==> src/rtl/riscv_pkg.sv <==
// Shared RISC-V definitions: supported opcodes and the loader state encoding.
package riscv_pkg;

  localparam logic [6:0] OP_RTYPE  = 7'b0110011;
  localparam logic [6:0] OP_ITYPE  = 7'b0010011;
  localparam logic [6:0] OP_LOAD   = 7'b0000011;
  localparam logic [6:0] OP_STORE  = 7'b0100011;
  localparam logic [6:0] OP_BRANCH = 7'b1100011;
  localparam logic [6:0] OP_JAL    = 7'b1101111;
  localparam logic [6:0] OP_LUI    = 7'b0110111;

  typedef enum logic [1:0] {
    IDLE,
    RECV,
    WRITE,
    DONE
  } loader_state_t;

endpackage

==> src/rtl/opcode_check.sv <==
// Combinational check of a 7-bit opcode against the set the control decoder handles.
module opcode_check
  import riscv_pkg::*;
(
  input  logic [6:0] opcode,
  output logic       valid
);

  // Membership test against the supported opcode list
  always_comb begin
    valid = 1'b0;
    case (opcode)
      OP_RTYPE, OP_ITYPE, OP_LOAD, OP_STORE,
      OP_BRANCH, OP_JAL, OP_LUI: valid = 1'b1;
      default:                   valid = 1'b0;
    endcase
  end

endmodule

==> src/rtl/instr_loader.sv <==
// Streams program bytes into instruction memory as little-endian 32-bit words,
// keeps the CPU in reset until the load finishes and flags unsupported opcodes.
module instr_loader
  import riscv_pkg::*;
#(
  parameter int ADDR_WIDTH = 8
) (
  input  logic                  clk,
  input  logic                  rst,
  input  logic                  start,
  input  logic [ADDR_WIDTH:0]   num_words,
  input  logic                  byte_valid,
  input  logic [7:0]            byte_data,
  output logic                  byte_ready,
  output logic                  mem_we,
  output logic [ADDR_WIDTH-1:0] mem_addr,
  output logic [31:0]           mem_wdata,
  output logic                  cpu_rst,
  output logic                  busy,
  output logic                  done,
  output logic                  err,
  output logic [ADDR_WIDTH-1:0] err_addr
);

  localparam logic [ADDR_WIDTH:0] MAX_LEN = {1'b1, {ADDR_WIDTH{1'b0}}};

  loader_state_t         state, state_next;
  logic [1:0]            byte_idx, byte_idx_next;
  logic [ADDR_WIDTH:0]   word_idx, word_idx_next;
  logic [ADDR_WIDTH:0]   len, len_next;
  logic [31:0]           word_buf, word_buf_next;
  logic                  err_next;
  logic [ADDR_WIDTH-1:0] err_addr_next;
  logic                  handshake;
  logic                  opcode_ok;

  opcode_check u_opcode_check (
    .opcode(mem_wdata[6:0]),
    .valid (opcode_ok)
  );

  // Next-state, byte assembly, word counting and error tracking
  always_comb begin
    state_next    = state;
    byte_idx_next = byte_idx;
    word_idx_next = word_idx;
    len_next      = len;
    word_buf_next = word_buf;
    err_next      = err;
    err_addr_next = err_addr;
    handshake     = 1'b0;
    case (state)
      IDLE, DONE: begin
        if (start) begin
          if (num_words == '0) begin
            state_next = DONE;
          end else begin
            len_next      = (num_words > MAX_LEN) ? MAX_LEN : num_words;
            word_idx_next = '0;
            byte_idx_next = '0;
            err_next      = 1'b0;
            err_addr_next = '0;
            state_next    = RECV;
          end
        end
      end
      RECV: begin
        handshake = byte_valid && byte_ready;
        if (handshake) begin
          case (byte_idx)
            2'd0:    word_buf_next[7:0]   = byte_data;
            2'd1:    word_buf_next[15:8]  = byte_data;
            2'd2:    word_buf_next[23:16] = byte_data;
            default: word_buf_next[31:24] = byte_data;
          endcase
          byte_idx_next = byte_idx + 2'd1;
          if (byte_idx == 2'd3) state_next = WRITE;
        end
      end
      WRITE: begin
        word_idx_next = word_idx + 1'b1;
        if (!opcode_ok) begin
          err_next = 1'b1;
          if (!err) err_addr_next = mem_addr;
        end
        state_next = ((word_idx + 1'b1) == len) ? DONE : RECV;
      end
      default: state_next = IDLE;
    endcase
  end

  // State and datapath registers
  always_ff @(posedge clk or posedge rst) begin
    if (rst) begin
      state    <= IDLE;
      byte_idx <= '0;
      word_idx <= '0;
      len      <= '0;
      word_buf <= '0;
      err      <= 1'b0;
      err_addr <= '0;
    end else begin
      state    <= state_next;
      byte_idx <= byte_idx_next;
      word_idx <= word_idx_next;
      len      <= len_next;
      word_buf <= word_buf_next;
      err      <= err_next;
      err_addr <= err_addr_next;
    end
  end

  // Registered outputs decoded from the upcoming state so they line up with it
  always_ff @(posedge clk or posedge rst) begin
    if (rst) begin
      byte_ready <= 1'b0;
      mem_we     <= 1'b0;
      mem_addr   <= '0;
      mem_wdata  <= '0;
      cpu_rst    <= 1'b1;
      busy       <= 1'b0;
      done       <= 1'b0;
    end else begin
      byte_ready <= (state_next == RECV);
      mem_we     <= (state_next == WRITE);
      busy       <= (state_next == RECV) || (state_next == WRITE);
      done       <= (state_next == DONE);
      cpu_rst    <= (state_next != DONE);
      if (state_next == WRITE) begin
        mem_addr  <= word_idx[ADDR_WIDTH-1:0];
        mem_wdata <= word_buf_next;
      end
    end
  end

endmodule

==> config.mk <==
export PLATFORM = sky130hd
export DESIGN_NAME = instr_loader
export DESIGN_NICKNAME = d
export VERILOG_FILES = /design/src/rtl/riscv_pkg.sv /design/src/rtl/opcode_check.sv /design/src/rtl/instr_loader.sv
export SDC_FILE = /design/constraint.sdc
export NUM_CORES = 1
export LEC_CHECK = 0
export BUFFER_PORTS_ARGS = -buffer_cell sky130_fd_sc_hd__buf_2
export CAP_MARGIN = 20
export CELL_PAD_IN_SITES_DETAIL_PLACEMENT = 1
export CELL_PAD_IN_SITES_GLOBAL_PLACEMENT = 1
export CORE_MARGIN = 1
export CORE_UTILIZATION = 40
export DETAILED_ROUTE_END_ITERATION = 7
export GPL_TIMING_DRIVEN = 1
export PLACE_DENSITY_LB_ADDON = 0.12
export SKIP_LAST_GASP = 1
export SYNTH_ARGS = -nofsm -noshare
export SYNTH_HDL_FRONTEND = slang
export SYNTH_SLANG_ARGS = --single-unit
==> constraint.sdc <==
create_clock -name clk -period 9 [get_ports clk]
set_input_delay 1.35 -clock clk [delete_from_list [all_inputs] [get_ports clk]]
set_output_delay 1.35 -clock clk [all_outputs]
set_load 0.005 [all_outputs]
==> flow_summary_export.csv <==
group,metric,value,unit
run_status,status,"complete, but fails checks",
run_status,failed_checks,"design-rule violations",
drt,routedWlPerCell,17.7,um
clocking,clk_latency,350,ps
sta,setup_ws,5200,ps
sta,setup_viol,0,
die,core,11500,sq um
placed_design,dpl_worst_slack,4830,ps
die,dieWidth,111,um
clocking,htree_levels,3,
drt,route.detailed.drc,17,
synthesis,synth_top_area_cell,"dfrtp_1",
die,die_y,111,um
synthesis,synth_area_leaders,"dfrtp_1 (56%), mux2_2 (11%), mux2_1 (6.6%)",
synthesis,yosysUniqueCellTypes,51,
clocking,cts_inserted_buffers,9,
clocking,cts_tree,"yes",
clocking,clock_tree.buffer_depth,2,
clocking,cts_hold_buffers,0,
synthesis,yosys_warnings,0,
clocking,cts_sinks,108,
finish,nets,474,
clocking,postCtsSetupBuffers,0,
critical_path,critPathArrivalTime,4030,ps
grt,antenna_found_initial,0,
grt,grt_util_all_layers,19.0,%
grt,grt_pass1_wl,18300,um
critical_path,cp_slowest_cell,"ha_2",
sta,fin_crit_sh,42.2,%
hold_path,hp-class,"reg -> reg",
sta,finalHoldViolations,0,
die,fp-row-count,39,
job,maxCapViolations,0,
synthesis,netlist_top_cells_count,"dfrtp_1 (107), mux2_2 (45), mux2_1 (28)",
synthesis,synth_enable_flop_cells,0,
sta,rsz0062_at_grt,"no",
critical_path,max_stage_delay,970,ps
power_and_ir_drop,ir_drop,0.182,mV
clocking,cts_resized,0,
critical_path,start_kind,"flop",
synthesis,syn_area_per_cell,13.0,sq um
sta,tightest_slew,1060,ps
synthesis,yosys_most_used_dff,"dfrtp_1",
sta,drv_slew,0,
synthesis,syn-instance-count,367,
critical_path,required,9230,ps
drt,vias,3142,
drt,ant_nets,0,
synthesis,syn_nets,400,
synthesis,synth_top_area_share,56.2,%
clocking,cts-root-buf,"clkbuf_16",
grt,grt.overflow.total,0,
critical_path,criticalPathCategory,"reg -> reg",
drt,wirelength,10400,um
synthesis,ys_ff_latch,108,
drt,avgViaCountPerCell,5.33,
grt,grt_pass1_vias,3409,
finish,n_antenna_cell,0,
power_and_ir_drop,p_leak,2.75,nW
finish,area_growth,16.6,%
die,ios,75,
drt,drt_iter0_drc,171,
sta,fin_crit,3800,ps
synthesis,ys_seq_area_share,56.8,%
grt,grt_max_degree,58,
placed_design,dp_hpwl,7380,um
drt,drt_first_pass_iters,6,
synthesis,syn_area,4760,sq um
critical_path,crit_fanout,40,
die,start_util,41.3,%
sta,fmax,263,MHz
sta,maxSlewHeadroom,29.5,%
critical_path,path_cells,"ha_1 > nor2b_1 > or3_1 > a31oi_1 > nand4_1 > o221ai_1 > ha_2 > mux2_2",
die,dieArea,12300,sq um
synthesis,async_flop_share,100,%
sta,setup_tns,0,ps
synthesis,yosysMostFrequentCell,"dfrtp_1",
sta,fin_skew,11.4,ps
placed_design,gp_congestion,0.755,
power_and_ir_drop,p_per_area,306,nW/um^2
clocking,clkSlewWorstSetupHoldPaths,80,ps
placed_design,portBuffers,74,
finish,drive_above_1_share,34.1,%
critical_path,critPathCaptureType,"flop",
==> metrics by stage <==
step	total power [mW]	std cells	hold slack, ps	utilization [%]	cell area, sq um
2_1_floorplan	1.13	367	456	-	4760
3_3_place_gp	1.31	573	465	45.8	5270
3_5_place_dp	1.34	573	472	45.8	5270
4_1_cts	1.72	589	489	48.2	5550
5_1_grt	1.83	589	498	48.2	5550
6_report	1.70	589	486	48.2	5550
==> logic make-up after synthesis <==
group,share of synthesized area (%)
flip-flops,56.8
multiplexers,17.5
AND/OR/NAND/NOR,8.65
AO/OA/AOI/OAI,9.83
buffers and inverters,2.26
adder cells (fa/ha/maj),3.15
XOR/XNOR,1.84
==> area by class of cell <==
cell class,instances,area [sq um]
repair buffers,76,385
fillers,1232,5970
well taps,143,179
inverters,13,51.3
clock buffers,10,229
multi-input cells,233,1950
clock inverters,6,48.8
flip-flops and latches,108,2700
==> where the power goes <==
group | switching [mW] | internal, mW
Sequential | 0.0974 | 0.647
Combinational | 0.305 | 0.271
Clock | 0.185 | 0.191
Total | 0.587 | 1.11
==> sequential cells by signal, indices dropped and copies added (netlist names) <==
signal      count
mem_addr        8
byte_idx        2
len             9
done            1
word_buf       32
mem_we          1
mem_wdata      32
cpu_rst         1
byte_ready      1
word_idx        9
busy            1
err_addr        8
err             1
state           2
==> final timing paths <==
path	slack (ps)	startpoint	cells after the start	to
max reg2reg	5200	word_idx[0]$_DFFE_PP0P_	8	mem_wdata[26]$_DFFE_PP0N_
min in group asynchronous	1110	rst	2	len[1]$_DFFE_PP0P_
max	5200	word_idx[0]$_DFFE_PP0P_	8	mem_wdata[26]$_DFFE_PP0N_
min	490	word_buf[7]$_DFF_PP0_	1	word_buf[7]$_DFF_PP0_
min reg2reg	490	word_buf[7]$_DFF_PP0_	1	word_buf[7]$_DFF_PP0_
max in group asynchronous	6760	rst	3	word_buf[12]$_DFF_PP0_
==> per-layer routing <==
layer	vias up	part of all wire, %	global-route usage, %
li1	1471	-	-
met1	1609	48	26.4
met2	50	47	30.0
met3	12	3.0	3.06
met4	0	1.6	7.03
met5	-	0	0
==> critical path, delay by kind of cell (launching register included) <==
kind	cells	cell delay [ps]
compound gates	2	590
simple gates	3	670
mux	1	430
fa+ha+maj	2	1430
flops	1	520
==> cell usage in the layout (no fill, tap or decap), drive strengths merged, types with 2 or more instances in the layout <==
| cell type | count |
|---|---|
| nand3 | 8 |
| nand3b | 8 |
| nor3b | 2 |
| xnor2 | 6 |
| a31oi | 6 |
| nand2 | 23 |
| buf | 76 |
| mux2 | 73 |
| nor2 | 6 |
| ha | 12 |
| clkinv | 2 |
| nand4 | 2 |
| clkbuf | 10 |
| inv | 15 |
| o221ai | 2 |
| nor2b | 3 |
| xor2 | 4 |
| a211oi | 4 |
| a22o | 11 |
| dfrtp | 107 |
| clkinvlp | 2 |
| a21oi | 5 |
| and3 | 5 |
| nor3 | 2 |
| o31ai | 5 |
| o211ai | 3 |
| and2 | 3 |
| o21ai | 25 |
Power figures use the tool's default switching activity.
